$ cat src/rtl/load_align_unit.sv
// RV32I load unit: issues one word-aligned data-memory read per load and
// right-aligns / sign- or zero-extends the returned data for writeback.
module load_align_unit (
   input  logic        clk,
   input  logic        rst,
   input  logic        req_valid,
   output logic        req_ready,
   input  logic [31:0] addr,
   input  logic [2:0]  funct3,
   input  logic [4:0]  rd,
   output logic        mem_req,
   output logic [31:0] mem_addr,
   input  logic        mem_ack,
   input  logic [31:0] mem_rdata,
   output logic        resp_valid,
   input  logic        resp_ready,
   output logic [31:0] resp_data,
   output logic [4:0]  resp_rd,
   output logic        resp_err
);

   typedef enum logic [1:0] {
      IDLE = 2'd0,
      REQ  = 2'd1,
      RESP = 2'd2
   } state_t;

   state_t      state, state_nx;
   logic [1:0]  off_q;
   logic [2:0]  f3_q;
   logic        req_err;
   logic [31:0] sh;
   logic [31:0] ext;

   always_comb begin
      req_err = 1'b1;
      case (funct3)
         3'b000, 3'b100: req_err = 1'b0;
         3'b001, 3'b101: req_err = addr[0];
         3'b010:         req_err = |addr[1:0];
         default:        req_err = 1'b1;
      endcase
   end

   always_comb begin
      state_nx = state;
      case (state)
         IDLE:    if (req_valid)  state_nx = req_err ? RESP : REQ;
         REQ:     if (mem_ack)    state_nx = RESP;
         RESP:    if (resp_ready) state_nx = IDLE;
         default: state_nx = IDLE;
      endcase
   end

   // lw is only ever issued aligned, so sh equals mem_rdata for that case
   always_comb begin
      sh  = mem_rdata >> {off_q, 3'b000};
      ext = sh;
      case (f3_q)
         3'b000:  ext = {{24{sh[7]}}, sh[7:0]};
         3'b100:  ext = {24'b0, sh[7:0]};
         3'b001:  ext = {{16{sh[15]}}, sh[15:0]};
         3'b101:  ext = {16'b0, sh[15:0]};
         default: ext = sh;
      endcase
   end

   always_ff @(posedge clk) begin
      if (rst) state <= IDLE;
      else     state <= state_nx;
   end

   always_ff @(posedge clk) begin
      if (rst) begin
         off_q     <= '0;
         f3_q      <= '0;
         mem_addr  <= '0;
         resp_data <= '0;
         resp_rd   <= '0;
         resp_err  <= 1'b0;
      end else if (state == IDLE && req_valid) begin
         off_q     <= addr[1:0];
         f3_q      <= funct3;
         mem_addr  <= {addr[31:2], 2'b00};
         resp_data <= '0;
         resp_rd   <= rd;
         resp_err  <= req_err;
      end else if (state == REQ && mem_ack) begin
         resp_data <= ext;
      end
   end

   assign req_ready  = (state == IDLE);
   assign mem_req    = (state == REQ);
   assign resp_valid = (state == RESP);

endmodule

$ cat config.mk
export PLATFORM = sky130hd
export DESIGN_NAME = load_align_unit
export DESIGN_NICKNAME = d
export VERILOG_FILES = /design/src/rtl/load_align_unit.sv
export SDC_FILE = /design/constraint.sdc
export NUM_CORES = 1
export LEC_CHECK = 0
export ABC_AREA = 1
export CORE_ASPECT_RATIO = 1.5
export CORE_UTILIZATION = 40
export DETAILED_ROUTE_END_ITERATION = 8
export GPL_TIMING_DRIVEN = 0
export MAX_ROUTING_LAYER = met4
export PLACE_DENSITY = 0.75
export SYNTH_ARGS = -nofsm -noshare
export SYNTH_HDL_FRONTEND = slang
export SYNTH_SLANG_ARGS = --single-unit
$ cat constraint.sdc
create_clock -name clk -period 2.9 [get_ports clk]
set_input_delay 0.435 -clock clk [delete_from_list [all_inputs] [get_ports clk]]
set_output_delay 0.435 -clock clk [all_outputs]
set_load 0.005 [all_outputs]
==> impl_metrics.ini, run 1 <==
[global_routing]
grt.overflow.total = 0
grt_pass1_wl_um = 17900
antenna_found_initial = 0
grt_usage_pct = 25.1
grt_pass1_vias = 3913
grt_max_degree = 15

[clock_tree]
cts_buffer_depth = 2
hold_buffers = 0
cts_sinks = 75
cts_buffers = 9
cts_tree = done
cts_setup_buffers = 0
ctsResizeCount = 0
h-tree-depth = 3
clk_latency_ns = 0.34
cts.clk_slew.worst_paths_ns = 0.07
cts_root_buffer = clkbuf_16

[detailed_routing]
drt-initial-drc-count = 170
drcViolationCount = 0
vias_per_cell = 4.91
wirelength_um = 11100
ant_nets = 0
firstDrtPassIters = 4
wl_per_cell_um = 13.6
dr_total_vias = 4009

[yosys]
synthTopCellsByArea = dfxtp_1, nand2_1, nor2_1
synth_warnings = 0
yosysTopAreaCellShare_pct = 40.8
netlist_area_um2 = 3680
ys_types = 29
syn_inst = 542
yosys.area.top_type = dfxtp_1
ys_seq_area_share_pct = 40.8
synth_seq_cells = 75
syn_avg_cell_area_um2 = 6.78

[floorplan]
start_util_pct = 41.4
die_area_um2 = 9590
rows = 42
pin_count = 150
dieHeight_um = 119
coreArea_um2 = 8880
fp.dieW_um = 80.3

[finish]
seq_area_um2 = 1500
area_delta_synth_final_pct = 53.0
final_nets = 778
final_common_cell = clkdlybuf4s50_1
fillCellCount = 815
layout_common_cells = clkdlybuf4s50_1, nand2_1, nor2_1
multi_input_area_um2 = 1770
drive_above_1_share_pct = 9.49
antenna_cells = 0

[setup_path]
crit_buf_inv = 2
regToRegSetupSlack_ns = 1.40
critPathKind = flop to primary output
crit_fanout = 3
crit_required_ns = 2.47
cp.arrival_ns = 1.51
cpPeakStageDelay_ns = 0.55
crit_path_end_kind = primary output
reg2reg_to = resp_data[14]
cpMaxStageDelayCell = clkdlybuf4s50_1
path_cells = inv_2 > nor2_1 > clkdlybuf4s50_1
path_delay_family = buffers and inverters
timing.rr.start = off_q[1]
cp-start-kind = flop
reg2regPathDepth = 8

[placed_design]
preCtsSetupSlack_ns = 0.967
numPortBuffers = 147
hpwl_um = 8700
routabilityCongestion = 0.960

[power_and_ir_drop]
netSwitchingFraction_pct = 28.4
clkPwrFrac_pct = 39.7
internal-power_uw = 2270
power_leakage_uw = 0.00259
p_sw_uw = 898
pwr-share-seq_pct = 36.4
ir_worst_vdd_uv = 435
comb_power_share_pct = 23.8
power_density_nw_per_um2 = 562

[timing]
period_minus_slack_ns = 1.95
slew_violations = 0
setup_violations = 0
finalCritPeriodShare_pct = 67.1
clock_skew_ns = 0.00858
finalHoldViolCount = 0
rsz0062_at_grt = false
fin_setup_tns_ns = 0
fmax_ghz = 0.514
hold-worst-slack_ns = 0.481
final.setup.worst_slack_ns = 0.954

[min_path]
min_path_cells = 2
min_to = f3_q[0]
hold_path.class = flop to flop
hp-start = f3_q[0]

[outcome]
status = complete, no violations

[job]
max_cap_violations = 0
[registers in the layout (all words and copies together) (netlist names)]
name and count:
resp_err 1, state 2, mem_addr 30, f3_q 3, resp_rd 5, off_q 2
resp_data 32
[cell usage after synthesis, drive strengths merged]
cell and n:
a21oi 21, buf 27, clkbuf 7, conb 1
dfxtp 75, inv 49, nand2 130, nand3 30
nand4 1, nor2 126, nor3 1, o211ai 8
o21a 17, o21ai 48, o21bai 1
[layer usage]
metal / up-vias / part of all wire, % / track usage (%)
met5: - / 0 / -
met4: 0 / 3.3 / 11.0
met3: 28 / 6.0 / 5.75
met2: 155 / 51 / 44.3
met1: 1812 / 39 / 25.9
li1: 2014 / - / -
[cell families after synthesis]
kind of cell           synth area share (%)
AOI/OAI and AO/OA                      15.4
buffers and inverters                  11.2
DFF                                    40.8
other                                 0.102
and+or+nand+nor                        32.5
[tightest hold or removal path, cell delays in order (launching register included)]
cell and delay (ns):
dfxtp_1 0.30, inv_1 0.07, a21oi_1 0.06
[power by group through the flow]
stage / sequential [µW] / clock [µW] / combinational [µW]
floorplan: 1180 / 0 / 385
global placement: 1170 / 0 / 741
detailed placement: 1170 / 0 / 750
CTS: 1150 / 1270 / 756
global route: 1160 / 1320 / 833
finish: 1150 / 1260 / 754
[worst max path at each step]
stage / from / to / slack [ns] / cells after the start
3_5_place_dp: rst / off_q[0] / 0.97 / 5
2_1_floorplan: off_q[1] / resp_data[22] / 1.73 / 8
4_1_cts: state[1] / resp_valid / 0.97 / 3
3_3_place_gp: mem_ack / resp_data[7] / 1.01 / 7
5_1_grt: state[1] / resp_valid / 0.92 / 3
6_report: state[1] / resp_valid / 0.95 / 3
[stage by stage]
step	instances	total power (µW)	cell area, µm²	util [%]
finish	816	3160	5630	63.4
global route	816	3310	5630	63.4
CTS	816	3180	5630	63.4
detailed placement	800	1920	5290	59.6
global placement	800	1910	5290	59.6
floorplan	543	1560	3680	-
[area by class of cell]
class,instances,share of cell area (%)
clock inverters,6,1.73
plain buffers,34,4.00
well taps,110,2.45
inverters,49,3.31
flip-flops and latches,75,26.7
repair buffers,147,26.2
multi-input cells,385,31.4
clock buffers,10,4.25
Power figures use the tool's default switching activity.
==> inputs of run 2 (changes only) <==
==> constraint.sdc (replaced) <==
create_clock -name clk -period 2.01 [get_ports clk]
set_input_delay 0.3015 -clock clk [delete_from_list [all_inputs] [get_ports clk]]
set_output_delay 0.3015 -clock clk [all_outputs]
set_load 0.005 [all_outputs]
==> results of run 2 <==
Same layout as run 1 (identical final DEF). Status: complete, no violations.
Among the figures that moved: setup slack after placement 0.967 ns -> 0.211 ns; setup slack after layout 0.954 ns -> 0.198 ns; register-to-register setup slack 1.40 ns -> 0.51 ns; total power 3160 µW -> 4560 µW; worst IR drop on VDD 435 µV -> 627 µV
==> inputs of run 3 (changes only) <==
--- a/config.mk
+++ b/config.mk
@@ -11,7 +11,7 @@
 export DETAILED_ROUTE_END_ITERATION = 8
 export GPL_TIMING_DRIVEN = 0
 export MAX_ROUTING_LAYER = met4
-export PLACE_DENSITY = 0.75
+export PLACE_DENSITY_LB_ADDON = 0.3
 export SYNTH_ARGS = -nofsm -noshare
 export SYNTH_HDL_FRONTEND = slang
 export SYNTH_SLANG_ARGS = --single-unit
==> impl_metrics.ini, run 3 (synthesis gave the netlist of run 1 again) <==
[outcome]
status = complete, no violations

[setup_path]
cp.arrival_ns = 1.44
path_cells = inv_2 > nor2_1 > clkdlybuf4s50_1
cpPeakStageDelay_ns = 0.54
crit_buf_inv = 2
cp-start-kind = flop
crit_path_end_kind = primary output
crit_required_ns = 1.71
cpMaxStageDelayCell = clkdlybuf4s50_1
timing.rr.start = off_q[1]
critPathKind = flop to primary output
crit_fanout = 3
critPathLaunch = state[1]
path_delay_family = buffers and inverters

[finish]
final_common_cell = clkdlybuf4s50_1
drive_above_1_share_pct = 8.95
fillCellCount = 840
largest_reg_flops = 32
area_delta_synth_final_pct = 50.9
layout_common_cells = clkdlybuf4s50_1, nand2_1, nor2_1
largest_registers = resp_data (32), mem_addr (30), resp_rd (5)
antenna_cells = 0
final_nets = 778
stdcell_count = 814
largest_register = resp_data

[min_path]
hp-start = f3_q[0]
hold_path.class = flop to flop

[clock_tree]
cts_buffer_depth = 2
clk_latency_ns = 0.34
hold_buffers = 0
cts_sinks = 75
h-tree-depth = 3
cts.clk_slew.worst_paths_ns = 0.05
cts_root_buffer = clkbuf_16
cts_setup_buffers = 0
ctsResizeCount = 0
cts_tree = done
cts_buffers = 9

[timing]
finalHoldViolCount = 0
setup_violations = 0
clock_skew_ns = 0.00481
slew_violations = 0
hold-worst-slack_ns = 0.478
rsz0062_at_grt = false
period_minus_slack_ns = 1.74
finalCritPeriodShare_pct = 86.7
fin_setup_tns_ns = 0
fmax_ghz = 0.574
final.setup.worst_slack_ns = 0.267

[floorplan]
die_area_um2 = 9590
pin_count = 150
rows = 42
start_util_pct = 41.4
coreArea_um2 = 8880
fp.dieW_um = 80.3
dieHeight_um = 119

[global_routing]
grt_pass1_wl_um = 17600
grt_pass1_vias = 3932
antenna_found_initial = 0
grt.overflow.total = 0
grt_usage_pct = 24.9
grt_max_degree = 12

[detailed_routing]
wl_per_cell_um = 13.6
dr_total_vias = 3910
firstDrtPassIters = 4
drt-initial-drc-count = 176
ant_nets = 0
wirelength_um = 11100
drcViolationCount = 0
vias_per_cell = 4.80

[placed_design]
hpwl_um = 8690
dp_cells = 800
routabilityCongestion = 0.893
numPortBuffers = 147
preCtsSetupSlack_ns = 0.205

[job]
max_cap_violations = 0

[power_and_ir_drop]
power_density_nw_per_um2 = 754
ir_worst_vdd_uv = 547
clkPwrFrac_pct = 34.4
power_leakage_uw = 0.00256
netSwitchingFraction_pct = 28.6
p_sw_uw = 1200
comb_power_share_pct = 25.9
internal-power_uw = 2990
pwr-share-seq_pct = 39.7
[run 3: path summary, 6_finish.rpt]
check	endpoint	slack, ns	cells past startpoint
min reg2reg	f3_q[0]	0.48	2
max	resp_valid	0.27	3
min	f3_q[0]	0.48	2
max reg2reg	resp_data[22]	0.55	8
[run 3: layout make-up]
cell class              count  area (µm²)  share of cell area [%]
multi-input cells         385        1770                    31.9
flip-flops and latches     75        1500                    27.1
repair buffers            147        1470                    26.5
clock buffers              12         246                    4.44
plain buffers              34         225                    4.06
inverters                  49         186                    3.36
well taps                 110         138                    2.48
clock inverters             2        13.8                   0.248
[run 3: per-layer routing]
metal	track usage (%)	wire, µm
met2	44.8	5880
met1	25.3	4230
met4	13.5	388
met5	-	0
met3	3.60	569
[run 3: power by group through the flow]
stage / sequential, µW / combinational (µW) / clock [µW]
2_1_floorplan: 1700 / 556 / 0
3_3_place_gp: 1690 / 1060 / 0
3_5_place_dp: 1690 / 1080 / 0
4_1_cts: 1660 / 1090 / 1470
5_1_grt: 1670 / 1200 / 1520
6_report: 1660 / 1080 / 1440
[run 3: per-stage QoR]
| stage | cell area (µm²) | utilization, % | power, µW |
|---|---|---|---|
| 6_report | 5550 | 62.5 | 4180 |
| 5_1_grt | 5550 | 62.5 | 4390 |
| 3_3_place_gp | 5290 | 59.6 | 2750 |
| 2_1_floorplan | 3680 | - | 2250 |
| 4_1_cts | 5550 | 62.5 | 4220 |
| 3_5_place_dp | 5290 | 59.6 | 2770 |
[run 3: worst reg2reg max path, stage by stage, from the launching register on]
cell and delay (ns):
dfxtp_1 0.29, buf_2 0.17, inv_2 0.18, nand3_1 0.15, nand3_2 0.18, buf_6 0.17
nand3_1 0.10, nand2_1 0.07, inv_1 0.03
